### config.mk
export PLATFORM = sky130hd
export DESIGN_NAME = fetch_queue_flat
export DESIGN_NICKNAME = d
export VERILOG_FILES = /design/src/rtl/fetch_pkg.sv /design/src/rtl/fetch_queue_if.sv /design/src/rtl/fetch_queue_ram.sv /design/src/rtl/fetch_queue.sv /design/src/flat_wrapper.sv
export SDC_FILE = /design/constraint.sdc
export NUM_CORES = 1
export LEC_CHECK = 0
export CAP_MARGIN = 0
export CORE_MARGIN = 2
export CORE_UTILIZATION = 59
export CTS_CLUSTER_DIAMETER = 40
export CTS_CLUSTER_SIZE = 28
export DETAILED_ROUTE_END_ITERATION = 10
export HOLD_SLACK_MARGIN = 0.08
export PLACE_DENSITY = 0.88
export SLEW_MARGIN = 40
export SYNTH_ARGS = -nofsm -noshare
export SYNTH_HDL_FRONTEND = slang
export SYNTH_SLANG_ARGS = --single-unit
### constraint.sdc
create_clock -name clk -period 8.6 [get_ports clk]
set_input_delay 1.72 -clock clk [delete_from_list [all_inputs] [get_ports clk]]
set_output_delay 1.72 -clock clk [all_outputs]
set_load 0.01 [all_outputs]
### src/rtl/fetch_pkg.sv
// Shared types and constants for the instruction fetch queue.
// Entry layout, FSM states and the default queue depth live here.
package fetch_pkg;

    localparam int FQ_DEFAULT_DEPTH = 4;
    localparam int FQ_XLEN          = 32;

    typedef enum logic {
        RUN  = 1'b0,
        KILL = 1'b1
    } fq_state_t;

    typedef struct packed {
        logic [FQ_XLEN-1:0] pc;
        logic [FQ_XLEN-1:0] instr;
        logic               fault;
    } fetch_entry_t;

    function automatic logic pc_misaligned(input logic [1:0] pc_lsb);
        return pc_lsb != 2'b00;
    endfunction

endpackage

### src/rtl/fetch_queue_if.sv
// Fetch-to-decode bundle: memory return, redirect, PC stall and decode handshake.
// master = fetch/decode side driving the queue, slave = the queue itself.
interface fetch_queue_if
    import fetch_pkg::*;
#(
    parameter int DEPTH = FQ_DEFAULT_DEPTH,
    parameter int XLEN  = FQ_XLEN
);
    logic                     in_valid;
    logic [XLEN-1:0]          in_pc;
    logic [XLEN-1:0]          in_instr;
    logic                     flush;
    logic                     stall_o;
    logic                     out_valid;
    logic                     out_ready;
    logic [XLEN-1:0]          out_pc;
    logic [XLEN-1:0]          out_instr;
    logic                     out_fault;
    logic [$clog2(DEPTH):0]   count;

    modport master (
        output in_valid, in_pc, in_instr, flush, out_ready,
        input  stall_o, out_valid, out_pc, out_instr, out_fault, count
    );

    modport slave (
        input  in_valid, in_pc, in_instr, flush, out_ready,
        output stall_o, out_valid, out_pc, out_instr, out_fault, count
    );
endinterface

### src/rtl/fetch_queue_ram.sv
// Entry storage: DEPTH x fetch_entry_t, registered write, combinational read.
// Latency: written data readable the cycle after the write edge; no backpressure.
// Backpressure: none; the caller owns pointer and occupancy control.
module fetch_queue_ram
    import fetch_pkg::*;
#(
    parameter  int DEPTH = FQ_DEFAULT_DEPTH,
    localparam int AW    = $clog2(DEPTH)
) (
    input  logic          clk,
    input  logic          we_i,
    input  logic [AW-1:0] waddr_i,
    input  fetch_entry_t  wdata_i,
    input  logic [AW-1:0] raddr_i,
    output fetch_entry_t  rdata_o
);

    fetch_entry_t mem_q [DEPTH];

    always_ff @(posedge clk) begin
        if (we_i) begin
            mem_q[waddr_i] <= wdata_i;
        end
    end

    assign rdata_o = mem_q[raddr_i];

endmodule

### src/rtl/fetch_queue.sv
// Instruction fetch queue: buffers {pc, instr} from imem and hands them to decode.
// Latency: 1 cycle push-to-head (no empty bypass); stall_o rises once count >= DEPTH-1.
// Backpressure: valid/ready to decode; flush kills wrong path. Option: FETCH_QUEUE_MISALIGN_CHECK_EN.
module fetch_queue
    import fetch_pkg::*;
#(
    parameter int DEPTH = FQ_DEFAULT_DEPTH,
    parameter int XLEN  = FQ_XLEN
) (
    input logic          clk,
    input logic          rst,
    fetch_queue_if.slave fq
);

    localparam int AW = $clog2(DEPTH);
    localparam int CW = AW + 1;

    logic [AW-1:0] wr_ptr_q, wr_ptr_d;
    logic [AW-1:0] rd_ptr_q, rd_ptr_d;
    logic [CW-1:0] count_q, count_d;
    fq_state_t     state_q, state_d;

    logic          empty, full, push, pop, wr_en;
    fetch_entry_t  wr_entry, head;

    assign empty = (count_q == '0);
    assign full  = (count_q == CW'(DEPTH));
    assign push  = fq.in_valid && (state_q == RUN) && !fq.flush;
    assign pop   = !empty && fq.out_ready && !fq.flush;
    // A full queue can still take a word when the head leaves in the same cycle.
    assign wr_en = push && (!full || pop);

    always_comb begin
        wr_entry       = '0;
        wr_entry.pc    = FQ_XLEN'(fq.in_pc);
        wr_entry.instr = FQ_XLEN'(fq.in_instr);
`ifdef FETCH_QUEUE_MISALIGN_CHECK_EN
        wr_entry.fault = pc_misaligned(fq.in_pc[1:0]);
`endif
    end

    fetch_queue_ram #(
        .DEPTH (DEPTH)
    ) u_ram (
        .clk     (clk),
        .we_i    (wr_en),
        .waddr_i (wr_ptr_q),
        .wdata_i (wr_entry),
        .raddr_i (rd_ptr_q),
        .rdata_o (head)
    );

    // The word returned in the cycle after a redirect is wrong-path, hence KILL.
    always_comb begin
        state_d = state_q;
        if (fq.flush) begin
            state_d = KILL;
        end else if (state_q == KILL) begin
            state_d = RUN;
        end
    end

    always_comb begin
        wr_ptr_d = wr_ptr_q;
        rd_ptr_d = rd_ptr_q;
        count_d  = count_q;
        if (fq.flush) begin
            wr_ptr_d = '0;
            rd_ptr_d = '0;
            count_d  = '0;
        end else begin
            if (wr_en) begin
                wr_ptr_d = wr_ptr_q + AW'(1);
            end
            if (pop) begin
                rd_ptr_d = rd_ptr_q + AW'(1);
            end
            unique case ({wr_en, pop})
                2'b10:   count_d = count_q + CW'(1);
                2'b01:   count_d = count_q - CW'(1);
                default: count_d = count_q;
            endcase
        end
    end

    always_ff @(posedge clk) begin
        if (rst) begin
            wr_ptr_q <= '0;
            rd_ptr_q <= '0;
            count_q  <= '0;
            state_q  <= RUN;
        end else begin
            wr_ptr_q <= wr_ptr_d;
            rd_ptr_q <= rd_ptr_d;
            count_q  <= count_d;
            state_q  <= state_d;
        end
    end

    assign fq.out_valid = !empty;
    assign fq.out_pc    = empty ? '0 : head.pc[XLEN-1:0];
    assign fq.out_instr = empty ? '0 : head.instr[XLEN-1:0];
    assign fq.stall_o   = (count_q >= CW'(DEPTH - 1));
    assign fq.count     = count_q;

`ifdef FETCH_QUEUE_MISALIGN_CHECK_EN
    assign fq.out_fault = !empty && head.fault;
`else
    logic unused_fault;
    assign unused_fault = head.fault;
    assign fq.out_fault = 1'b0;
`endif

    // Fetch must honour stall_o; a push into a full queue without a pop is dropped.
    overflow_dropped: assert property (@(posedge clk) disable iff (rst) !(push && full && !pop));

endmodule

### src/flat_wrapper.sv
// flat-port wrapper written by rule: the top's interface ports become plain ports
module fetch_queue_flat import fetch_pkg::*;
#(
    parameter int DEPTH = FQ_DEFAULT_DEPTH,
    parameter int XLEN  = FQ_XLEN
)
  (clk, rst, fq_in_valid, fq_in_pc, fq_in_instr, fq_flush, fq_out_ready, fq_stall_o, fq_out_valid, fq_out_pc, fq_out_instr, fq_out_fault, fq_count);
  fetch_queue_if #(.DEPTH(DEPTH), .XLEN(XLEN)) fq_i ();
  input logic clk;
  input logic rst;
  input wire logic [$bits(fq_i.in_valid)-1:0] fq_in_valid;
  input wire logic [$bits(fq_i.in_pc)-1:0] fq_in_pc;
  input wire logic [$bits(fq_i.in_instr)-1:0] fq_in_instr;
  input wire logic [$bits(fq_i.flush)-1:0] fq_flush;
  input wire logic [$bits(fq_i.out_ready)-1:0] fq_out_ready;
  output wire logic [$bits(fq_i.stall_o)-1:0] fq_stall_o;
  output wire logic [$bits(fq_i.out_valid)-1:0] fq_out_valid;
  output wire logic [$bits(fq_i.out_pc)-1:0] fq_out_pc;
  output wire logic [$bits(fq_i.out_instr)-1:0] fq_out_instr;
  output wire logic [$bits(fq_i.out_fault)-1:0] fq_out_fault;
  output wire logic [$bits(fq_i.count)-1:0] fq_count;
  assign fq_i.in_valid = fq_in_valid;
  assign fq_i.in_pc = fq_in_pc;
  assign fq_i.in_instr = fq_in_instr;
  assign fq_i.flush = fq_flush;
  assign fq_i.out_ready = fq_out_ready;
  assign fq_stall_o = fq_i.stall_o;
  assign fq_out_valid = fq_i.out_valid;
  assign fq_out_pc = fq_i.out_pc;
  assign fq_out_instr = fq_i.out_instr;
  assign fq_out_fault = fq_i.out_fault;
  assign fq_count = fq_i.count;
  fetch_queue #(.DEPTH(DEPTH), .XLEN(XLEN)) u_core (.clk(clk), .rst(rst), .fq(fq_i));
endmodule
* Word level (Yosys, flattened, before mapping)
Memories as Yosys holds them, arrays and structs flattened. A register that Yosys moved wholly into a read port is not among the register bits.
Index checks and enable logic that the tools add are counted.
** Storage, ports and cells
- Bits in registers :: 8
- Latch bits :: 0
- Bits in writable memories :: 256
- Memory bits (read-only) :: 0
- Input bits :: 69
- Output and inout bits :: 70
- Logic and storage cells :: 34
- Memories :: 1
** Cells by class
- $add $sub $neg :: 4
- Multipliers :: 0
- Div/mod/pow operators :: 0
- Magnitude comparators :: 1
- Equality and inequality tests :: 3
- Shift-type cells :: 0
- Mux-type cells :: 8
- Bitwise gates (word level) :: 1
- Reduce and logical (&&, ||, !) cells :: 12
** Memories
- u_core.u_ram.mem_q :: words 4, width 64, rd ports 1, clocked after Yosys merged registers in 1, write ports 1, RTL line fetch_queue_ram.sv:18 : fetch_entry_t mem_q [DEPTH];
** Operators by type and width (count)
- two-way mux 32 bit :: 2
- one-hot mux 3 bit (2 select lines) :: 1
- logical AND 1 bit :: 5
- adder 2 x 1 -> 2 bit (second input constant) :: 2
- two-way mux 2 bit :: 2
- adder 3 x 1 -> 3 bit (second input constant) :: 1
- == test 3 bit (second input constant) :: 1
- >= comparator 3 x 2 -> 1 bit (second input constant) :: 1
- zero test 1 bit :: 3
- zero test 3 bit :: 1
- two-way mux 1 bit :: 3
- subtractor 3 x 1 -> 3 bit (second input constant) :: 1
- == test 2 x 1 -> 1 bit (second input constant) :: 1
- == test 2 bit (second input constant) :: 1
- nonzero test 2 bit :: 1
- OR reduction 2 bit :: 1
- logical OR 1 bit :: 1
- NOT 1 bit :: 1

* Depth between registers and ports, before layout
Gate-level depths: netlist of run 1.
- Word-level depth :: 8
- Depth in mapped cells :: 10
- Mapped depth without buffers :: 9

* By module
From an unflattened synthesis of run 1, not the netlist that was laid out.
** Second synthesis, totals
- Cell total of the unflattened synthesis :: 470
- Area total of the unflattened synthesis :: 10385.0 um^2
** By module, submodules not included
- fetch_queue_ram :: times used 1, cells an instance 343, area each 9455.3 um^2, sequential area each 7807.5 um^2
- fetch_queue :: times used 1, cells an instance 127, area each 929.6 um^2, sequential area each 160.2 um^2

* Worst setup path before layout of run 1
OpenSTA, ideal clock, no wires.
- Kind :: input to register
- Start point :: input port fq_flush
- End point :: memory u_core.u_ram.mem_q[0][0] (netlist bit) (enable)
- Setup time :: 0.429 ns
- Arrival time :: 3.714 ns
- Data required time :: 8.171 ns
- Slack :: 4.457 ns
- Stages :: 2
- Path buffers :: 0
- Path through :: nor3b_1 -> and3_1
** Between the ends
- Cells in the longest elaborated chain, start to end :: 6
- Elaborated cells on any way between the ends :: 7
- Those cells by class :: mux (2); reduce/logical (5)
** Ends and longest elaborated chain
- start: declaration :: RTL line flat_wrapper.sv:14 : input wire logic [$bits(fq_i.flush)-1:0] fq_flush;
- zero test 1 bit (*) :: RTL line fetch_queue.sv:28, fetch_queue.sv:29
- logical AND 1 bit :: RTL line fetch_queue.sv:29 : assign pop = !empty && fq.out_ready && !fq.flush;
- logical OR 1 bit :: RTL line fetch_queue.sv:31 : assign wr_en = push && (!full || pop);
- logical AND 1 bit (*) :: RTL line fetch_queue.sv:31
- two-way mux 1 bit (*) :: RTL line fetch_queue_ram.sv:21 : if (we_i) begin
- two-way mux 1 bit (implied by the code) (*) :: RTL line fetch_queue_ram.sv:22 : mem_q[waddr_i] <= wdata_i;
- end: declaration :: RTL line fetch_queue_ram.sv:18
Mark *: on every way between the ends. The rest lies on a longest branch, timed or not.

==> run_results.csv, run 1 <==
group,metric,value,unit
run_status,status,"finished, final reports clean",
cells_and_area,multi_input_area,2193,sq um
pwr,power_frac_seq,50.0,%
grt,grt_pass1_wl,29.33,mm
clocking,htree_levels,1,
cells_and_area,utilization,75.93,%
place,io_buffers,137,
routing,final_antenna_net_count,0,
floorplan,dieArea,18530,sq um
setup_path,cp.required,6.88,ns
clocking,cts_buffer_depth,3,
timing,min_period,4.837,ns
pwr,comb_power_share,3.9,%
yosys,synth.area.mux_share,14.14,%
pwr,p_sw,586.7,uW
pwr,p_sw_share,20.34,%
floorplan,die_x,136.1,microns
grt,antenna_found_initial,0,
yosys,syn_area,10300,sq um
yosys,synth_warnings,0,
cells_and_area,nNetsFinal,698,
flow_run,cap_violations,0,
floorplan,start_util,59.97,%
floorplan,rows,48,
yosys,syn_area_per_cell,22.06,sq um
cells_and_area,fillers,938,
clocking,clkTransAtPathRegs,0.06,ns
setup_path,r2r_slack,6.20,ns
setup_path,r2r-end,"u_core.fq.count[2]$_SDFFE_PP0P_",
setup_path,r2r_start,"u_core.fq.count[0]$_SDFFE_PP0P_",
timing,post-route-period-util,56.25,%
clocking,clock_latency,0.53,ns
clocking,root_buffer,"clkbuf_16",
yosys,synthSimpleGateAreaFrac,5.187,%
yosys,synth_top_family_by_area,"multiplexers",
routing,wire_per_inst,22.06,microns
pwr,p_clk_share,46.1,%
routing,finalWirelength,19.19,mm
setup_path,crit_type,"flop to primary output",
yosys,synth_seq_area_share,76.58,%
grt,grt_start_max_net_pins,66,
pwr,leakage,0.004167,uW
yosys,synth_cell_types,32,
clocking,clock-sinks,266,
timing,setup_tns,0,ns
setup_path,start_kind,"flop",
yosys,synth_adder_area_share,0.8017,%
cells_and_area,ff_latch_area,7895,sq um
cells_and_area,drive_gt1_share,20.62,%
setup_path,arrival,3.12,ns
min_path,min-delay-start,"u_core.rd_ptr_q[1]$_SDFFE_PP0P_",
routing,dr.pass1.iters,4,
floorplan,ios,139,
yosys,synth_top_area_share,74.64,%
clocking,cts_tree,"yes",
yosys,synthCells,467,
min_path,min_path_cells,2,
setup_path,reg2regPathDepth,9,
yosys,synth_compound_area_share,0.5466,%
routing,drc,0,
yosys,synth-xor-area-share,0.3401,%
clocking,cts_setup_buffers,0,
timing,fin_skew,0.01074,ns
yosys,ys_ff_latch,266,
floorplan,dieHeight,136.1,microns
timing,timing.final.hold_violations,0,
pwr,p_per_area,221.2,nW/um^2
yosys,synth_nets,542,
yosys,synth_area_leaders,"edfxtp_1 (75%), mux4_2 (13%), and2_1 (3.9%), dfxtp_1 (1.9%), buf_12 (1.2%)",
timing,max_freq,0.2067,GHz
cells_and_area,diodes,0,
timing,slew_viol_final,0,
grt,grt_pass1_vias,5327,
cells_and_area,final_common_cell,"edfxtp_1",
routing,vias_per_cell,5.759,
timing,slew_headroom,49.51,%
pwr,ir_drop,0.1819,mV
timing,setup_viol,0,
cells_and_area,syn_to_final_growth,26.63,%
grt,grt.total_usage,21.07,%
setup_path,crit_fanout,25,
pwr,p_int,2298,uW
setup_path,critPathCaptureType,"primary output",
clocking,hold_buffers,0,
routing,vias,5010,
cells_and_area,final_cell_mix,"edfxtp_1 (256), clkdlybuf4s50_1 (137), and2_1 (64)",
min_path,hp-class,"flop to flop",
routing,first_iter_violations,382,
clocking,cts_made_buffers,30,
place,dpl.hpwl,11.25,mm
yosys,yosysTopAreaCell,"edfxtp_1",
place,place_congestion,0.7068,
floorplan,core,17180,sq um
grt,grt_overflow,0,
timing,worstMarginPinSlew,0.7557,ns
clocking,ctsResizeCount,0,
timing,rsz0062_at_grt,"no",
## per-layer routing
layer  global-route usage (%)  vias up  part of all wire [%]
met5                        0        -                     0
met3                    3.430       40                   6.0
li1                         -     2204                     -
met2                    36.91      185                    52
met4                    6.019        0                   2.4
met1                    27.64     2581                    40
## stage by stage
step	instance area, sq um	total power [uW]	std cells	setup WS (ns)	hold slack (ns)
2_1_floorplan	10300	1510	467	4.457	0.4837
3_3_place_gp	11770	1572	806	4.088	0.4979
3_5_place_dp	11950	1581	815	4.088	0.5282
4_1_cts	13020	2906	869	3.498	0.5533
5_1_grt	13040	2962	870	3.523	0.6050
6_report	13040	2884	870	3.763	0.5560
## kinds of logic (layout without fill, tap and decap cells)
kind of cell             Yosys count  in the layout
adder cells (fa/ha/maj)            6              6
multiplexers                      64             64
AND/OR/NAND/NOR                   87             87
other                              1              1
AO/OA/AOI/OAI                      9              9
flip-flops                       266            266
buffers and inverters             30            208
XOR/XNOR                           4              4
## flip-flops by register name, indices dropped and copies added, names as in the netlist, named ones only
name	count
u_core.state_q	1
u_core.rd_ptr_q	2
u_core.fq.count	3
u_core.wr_ptr_q	2
u_core.u_ram.mem_q	256
## critical path: stages, from the launching register on
cell and delay [ns]:
dfxtp_4 0.57, buf_12 0.27, buf_4 0.46, mux4_2 0.60, and2_1 0.18, clkdlybuf4s50_1 0.47
## cells in the mapped netlist, drive strengths merged
| master | instances |
|---|---|
| edfxtp | 256 |
| and2 | 64 |
| mux4 | 64 |
| buf | 15 |
| dfxtp | 10 |
| clkbuf | 9 |
| nor2 | 9 |
| inv | 6 |
| ha | 5 |
| and3 | 4 |
| xor2 | 4 |
| a21oi | 3 |
| o21ai | 2 |
| o31ai | 2 |
| or3 | 2 |
| a21o | 1 |
| conb | 1 |
| fa | 1 |
| nand3 | 1 |
| nand4 | 1 |
| nor2b | 1 |
| nor3b | 1 |
| nor4b | 1 |
| o311ai | 1 |
| or2 | 1 |
| or3b | 1 |
| or4b | 1 |
## worst max-delay path by stage
stage,cells after the start,end
after global placement,4,fq_out_instr[1]
after detailed placement,4,fq_out_instr[21]
after global routing,5,fq_out_instr[2]
after CTS,4,fq_out_instr[2]
final,5,fq_out_instr[2]
after floorplan,2,u_core.u_ram.mem_q[0][0]$_DFFE_PP_
## final cells by class
class	count	share of cell area [%]
clock buffer	31	5.948
clock inverter	23	2.264
inverter	6	0.1727
multi-input combinational	171	16.82
sequential	266	60.53
tap	225	2.158
timing repair buffer	148	12.11
## power groups by stage
stage          Clock, uW  Sequential, uW  Combinational (uW)
6_report            1330            1440                 113
5_1_grt             1400            1440                 121
4_1_cts             1350            1440                 113
3_3_place_gp           0            1470                 104
3_5_place_dp           0            1470                 111
2_1_floorplan          0            1470                42.0
Power figures use the tool's default switching activity.
==> inputs of run 2 (changes only) <==
--- a/config.mk
+++ b/config.mk
@@ -7,12 +7,12 @@
 export LEC_CHECK = 0
 export CAP_MARGIN = 0
 export CORE_MARGIN = 2
-export CORE_UTILIZATION = 59
+export CORE_UTILIZATION = 49
 export CTS_CLUSTER_DIAMETER = 40
 export CTS_CLUSTER_SIZE = 28
 export DETAILED_ROUTE_END_ITERATION = 10
 export HOLD_SLACK_MARGIN = 0.08
-export PLACE_DENSITY = 0.88
+export PLACE_DENSITY = 0.78
 export SLEW_MARGIN = 40
 export SYNTH_ARGS = -nofsm -noshare
 export SYNTH_HDL_FRONTEND = slang
==> constraint.sdc (replaced) <==
create_clock -name clk -period 4.1 [get_ports clk]
set_input_delay 0.82 -clock clk [delete_from_list [all_inputs] [get_ports clk]]
set_output_delay 0.82 -clock clk [all_outputs]
set_load 0.01 [all_outputs]
==> run 2 against run 1 <==
- sequential power rose by 110%
- die area rose by 20%
- total power rose by 110%
- combinational power rose by 110%
- flip-flop and latch count did not move
- design area barely moved
- non-clock buffer count fell by 2
- core utilization fell by 13 points
- register-to-register slack got worse by 4.5 ns
- clock skew barely moved
- critical path type unchanged
==> run_results.csv, run 2 (synthesis gave the netlist of run 1 again) <==
group,metric,value,unit
cells_and_area,utilization,62.59,%
routing,finalWirelength,19.09,mm
place,place_ws,0.8702,ns
floorplan,core,20820,sq um
timing,slew_headroom,54.79,%
clocking,ctsResizeCount,0,
cells_and_area,regMostFlops,"u_core.u_ram.mem_q",
routing,first_iter_violations,302,
place,dpl.hpwl,11.55,mm
cells_and_area,syn_to_final_growth,26.54,%
timing,rsz0062_at_grt,"no",
floorplan,dieHeight,149.0,microns
grt,grt_pass1_vias,5368,
pwr,ir_drop,0.2871,mV
grt,grt_overflow,0,
setup_path,start_kind,"flop",
clocking,hold_buffers,0,
pwr,power,5946,uW
run_status,status,"finished, final reports clean",
timing,fin_skew,0.01045,ns
timing,setup_viol,0,
grt,antenna_found_initial,1,
routing,final_antenna_net_count,0,
routing,wire_per_inst,20.82,microns
clocking,cts_setup_buffers,0,
place,place_congestion,0.7149,
clocking,clkTransAtPathRegs,0.06,ns
cells_and_area,largest_reg_flops,256,
setup_path,critPathCaptureType,"primary output",
setup_path,crit_fanout,22,
pwr,p_per_area,456.2,nW/um^2
timing,post-route-period-util,86.65,%
timing,worstMarginPinSlew,0.6766,ns
grt,grt_pass1_wl,29.21,mm
timing,timing.final.hold_violations,0,
timing,hold-worst-slack,0.5524,ns
clocking,root_buffer,"clkbuf_16",
setup_path,r2r_slack,1.70,ns
timing,setup_tns,0,ns
cells_and_area,fillers,1431,
cells_and_area,final_common_cell,"edfxtp_1",
floorplan,die_x,149.0,microns
clocking,cts_buffer_depth,3,
clocking,cts_tree,"yes",
cells_and_area,drive_gt1_share,20.12,%
pwr,leakage,0.004132,uW
clocking,clock_latency,0.52,ns
cells_and_area,nNetsFinal,694,
timing,worst_slack,0.5472,ns
setup_path,crit_type,"flop to primary output",
clocking,htree_levels,1,
clocking,cts_made_buffers,28,
routing,drc,0,
timing,min_period,3.553,ns
grt,grt_start_max_net_pins,43,
floorplan,rows,53,
grt,grt.total_usage,17.27,%
timing,max_freq,0.2815,GHz
clocking,clock-sinks,266,
routing,vias,4940,
floorplan,ios,139,
routing,vias_per_cell,5.387,
flow_run,cap_violations,0,
setup_path,arrival,2.73,ns
place,io_buffers,137,
floorplan,start_util,49.47,%
routing,dr.pass1.iters,4,
min_path,hp-class,"flop to flop",
timing,slew_viol_final,0,
cells_and_area,final_cell_mix,"edfxtp_1 (256), clkdlybuf4s50_1 (137), and2_1 (64)",
floorplan,dieArea,22200,sq um
setup_path,cp.required,3.28,ns
==> run 2: cell count changes in the layout (fill, tap and decap cells not counted), moves of 2 or more <==
cell	previous run	this run
buf_12	10	8
clkbuf_16	31	29
clkinv_1	2	0
clkbuf_1	0	2
inv_6	4	6
clkinv_2	3	1
==> run 2: worst max-delay path, cell delays in order, from the launching register on <==
cell             delay, ns
dfxtp_4               0.65
buf_12                0.28
mux4_1                0.59
and2_1                0.18
clkdlybuf4s50_1       0.48
==> run 2: metrics by stage <==
| step | area [sq um] | std cells |
|---|---|---|
| after floorplan | 10300 | 467 |
| after global placement | 11960 | 862 |
| after detailed placement | 12010 | 864 |
| after CTS | 13030 | 916 |
| after global routing | 13030 | 916 |
| final | 13030 | 917 |
==> run 2: worst paths after layout <==
kind	cells past startpoint	endpoint	from
worst max-delay path	4	fq_out_pc[31]	flop
worst min-delay path	2	flop	u_core.rd_ptr_q[1]$_SDFFE_PP0P_
worst max register to register	9	u_core.fq.count[2]$_SDFFE_PP0P_	u_core.fq.count[0]$_SDFFE_PP0P_
worst min register to register	2	flop	u_core.rd_ptr_q[1]$_SDFFE_PP0P_
==> run 2: final cells by class <==
type / count / area (sq um) / share of cell area, %
Sequential cell: 266 / 7895 / 60.57
Multi-Input combinational cell: 171 / 2190 / 16.80
Timing Repair Buffer: 146 / 1559 / 11.96
Clock buffer: 32 / 747.0 / 5.731
Tap cell: 275 / 344.1 / 2.640
Clock inverter: 20 / 274.0 / 2.102
Inverter: 6 / 22.52 / 0.1728
Antenna cell: 1 / 2.502 / 0.01920
==> run 2: layer usage <==
metal | GRT usage (%) | share of wire [%]
met1 | 24.35 | 43
met3 | 3.609 | 5.9
met2 | 28.25 | 49
met4 | 3.857 | 1.6
met5 | 0 | 0
==> run 2: power by group <==
part | internal [uW] | switching [uW] | total [uW] | leakage (uW)
clock network | 1610 | 1080 | 2690 | 0.000496
logic | 133 | 101 | 234 | 0.00123
registers | 3010 | 10.5 | 3020 | 0.00240
total | 4760 | 1190 | 5950 | 0.00413
==> inputs of run 3 (changes only) <==
--- a/config.mk
+++ b/config.mk
@@ -8,11 +8,13 @@
 export CAP_MARGIN = 0
 export CORE_MARGIN = 2
 export CORE_UTILIZATION = 49
+export CTS_BUF_LIST = sky130_fd_sc_hd__clkbuf_8 sky130_fd_sc_hd__clkbuf_16
 export CTS_CLUSTER_DIAMETER = 40
 export CTS_CLUSTER_SIZE = 28
 export DETAILED_ROUTE_END_ITERATION = 10
 export HOLD_SLACK_MARGIN = 0.08
 export PLACE_DENSITY = 0.78
+export SETUP_SLACK_MARGIN = 0.2
 export SLEW_MARGIN = 40
 export SYNTH_ARGS = -nofsm -noshare
 export SYNTH_HDL_FRONTEND = slang
==> constraint.sdc (replaced) <==
create_clock -name clk -period 4.1 [get_ports clk]
set_input_delay 0.82 -clock clk [delete_from_list [all_inputs] [get_ports clk]]
set_output_delay 0.82 -clock clk [all_outputs]
set_load 0.05 [all_outputs]
==> run 3 against run 2 <==
- hold slack worse by 0.017 ns
- non-clock buffer count is 2 higher
- die area stayed put
- wire length is 0.42% higher
- clock power is 7% higher
- combinational power is 23% higher
- total power is 3.9% higher
- clock-buffer cell count is 1 lower
- register-to-register slack worse by 0.02 ns
- flip-flop and latch count stayed put
- core utilization is 0.34 points higher
- largest power group unchanged
- highest routed layer unchanged
==> run_results.csv, run 3 (synthesis gave the netlist of run 1 again) <==
group,metric,value,unit
grt,grt_overflow,0,
place,place_congestion,0.7413,
grt,grt_start_max_net_pins,66,
pwr,p_clk_share,46.4,%
setup_path,critPathCaptureType,"primary output",
clocking,ctsResizeCount,0,
cells_and_area,finalInstanceArea,13110,sq um
setup_path,crit_type,"flop to primary output",
timing,setup_viol,0,
setup_path,cp_cell_sequence,"buf_4 -> mux4_1 -> and2_1 -> clkdlybuf4s50_1",
cells_and_area,final_cell_mix,"edfxtp_1 (256), clkdlybuf4s50_1 (137), and2_1 (64)",
routing,final_antenna_net_count,0,
run_status,status,"finished, final reports clean",
setup_path,r2r_start,"u_core.fq.count[2]$_SDFFE_PP0P_",
cells_and_area,fillers,1430,
routing,wire_per_inst,20.75,microns
setup_path,critPathBufInv,2,
pwr,p_sw,1331,uW
floorplan,start_util,49.47,%
cells_and_area,drive_gt1_share,20.87,%
pwr,p_int,4846,uW
clocking,htree_levels,1,
routing,drc,0,
cells_and_area,syn_to_final_growth,27.24,%
pwr,ir_drop,0.2788,mV
pwr,comb_power_share,4.7,%
floorplan,rows,53,
clocking,cts_tree,"yes",
grt,grt_pass1_vias,5348,
setup_path,critPathMaxStageDelay,0.70,ns
clocking,clock_latency,0.54,ns
routing,dr.pass1.iters,5,
setup_path,crit_fanout,16,
timing,fin_skew,0.01460,ns
pwr,leakage,0.004166,uW
timing,slew_headroom,54.96,%
clocking,root_buffer,"clkbuf_16",
timing,post-route-period-util,90.57,%
floorplan,dieHeight,149.0,microns
setup_path,arrival,2.89,ns
place,dpl.hpwl,11.24,mm
pwr,power,6177,uW
timing,min_period,3.713,ns
timing,slew_viol_final,0,
setup_path,critPathTopFamily,"buffers and inverters",
floorplan,ios,139,
place,io_buffers,137,
cells_and_area,final_common_cell,"edfxtp_1",
min_path,hp-class,"flop to flop",
clocking,cts_made_buffers,30,
floorplan,die_x,149.0,microns
routing,vias,4924,
floorplan,dieArea,22200,sq um
clocking,cts_buffer_depth,3,
routing,first_iter_violations,261,
cells_and_area,nNetsFinal,698,
routing,finalWirelength,19.17,mm
timing,max_freq,0.2693,GHz
cells_and_area,regMostFlops,"u_core.u_ram.mem_q",
place,place_ws,0.8944,ns
cells_and_area,largest_reg_flops,256,
min_path,min-delay-start,"u_core.rd_ptr_q[1]$_SDFFE_PP0P_",
clocking,clkTransAtPathRegs,0.06,ns
timing,rsz0062_at_grt,"no",
grt,grt_pass1_wl,29.63,mm
setup_path,start_kind,"flop",
grt,grt.total_usage,17.51,%
timing,setup_tns,0,ns
grt,antenna_found_initial,2,
floorplan,core,20820,sq um
timing,timing.final.hold_violations,0,
setup_path,cpMaxStageDelayCell,"clkdlybuf4s50_1",
cells_and_area,utilization,62.94,%
timing,worst_slack,0.3866,ns
clocking,hold_buffers,0,
setup_path,cp.required,3.28,ns
routing,vias_per_cell,5.329,
pwr,p_per_area,471.3,nW/um^2
pwr,power_frac_seq,48.9,%
timing,worstMarginPinSlew,0.6742,ns
flow_run,cap_violations,0,
pwr,p_sw_share,21.54,%
clocking,cts_setup_buffers,0,
place,dpl-instance-area,11980,sq um
clocking,clock-sinks,266,
-- run 3: power by group through the flow --
| stage | logic [uW] | registers [uW] | clock network (uW) |
|---|---|---|---|
| 3_3_place_gp | 281 | 3080 | 0 |
| 4_1_cts | 291 | 3020 | 2920 |
| 5_1_grt | 306 | 3020 | 3050 |
| 6_report | 288 | 3020 | 2870 |
| 3_5_place_dp | 290 | 3080 | 0 |
| 2_1_floorplan | 142 | 3080 | 0 |
-- run 3: layout make-up --
cell class                 count  area (sq um)  area share (%)
sequential                   266          7895           60.24
clock buffer                  31         775.7           5.919
clock inverter                25         344.1           2.626
tap                          275         344.1           2.626
multi-input combinational    171          2190           16.71
antenna                        2         5.005         0.03819
inverter                       6         22.52          0.1719
timing repair buffer         148          1529           11.67
-- run 3: worst paths after layout --
kind,end,slack [ns],cells after the start
worst max-delay path,fq_out_instr[1],0.39,4
worst max register to register,u_core.fq.count[2]$_SDFFE_PP0P_,1.68,9
worst min-delay path,flop,0.54,2
worst min register to register,flop,0.54,2
-- run 3: through the flow --
| stage | std cells | hold slack, ns |
|---|---|---|
| final | 924 | 0.5352 |
| after global routing | 923 | 0.5724 |
| after CTS | 922 | 0.5370 |
| after detailed placement | 866 | 0.5138 |
| after global placement | 866 | 0.5012 |
| after floorplan | 467 | 0.4837 |
-- run 3: worst min-delay path, stage by stage, from the launching register on --
cell and delay [ns]:
dfxtp_1 0.32, xor2_1 0.07, nor2_1 0.10
-- run 3: routing by layer --
metal  wire [microns]  vias up  track usage [%]
met5                0        -                0
met4              140        0            4.143
met3             1198       16            3.914
met2             9840      158            29.52
met1             7992     2544            23.62
li1                 -     2206                -
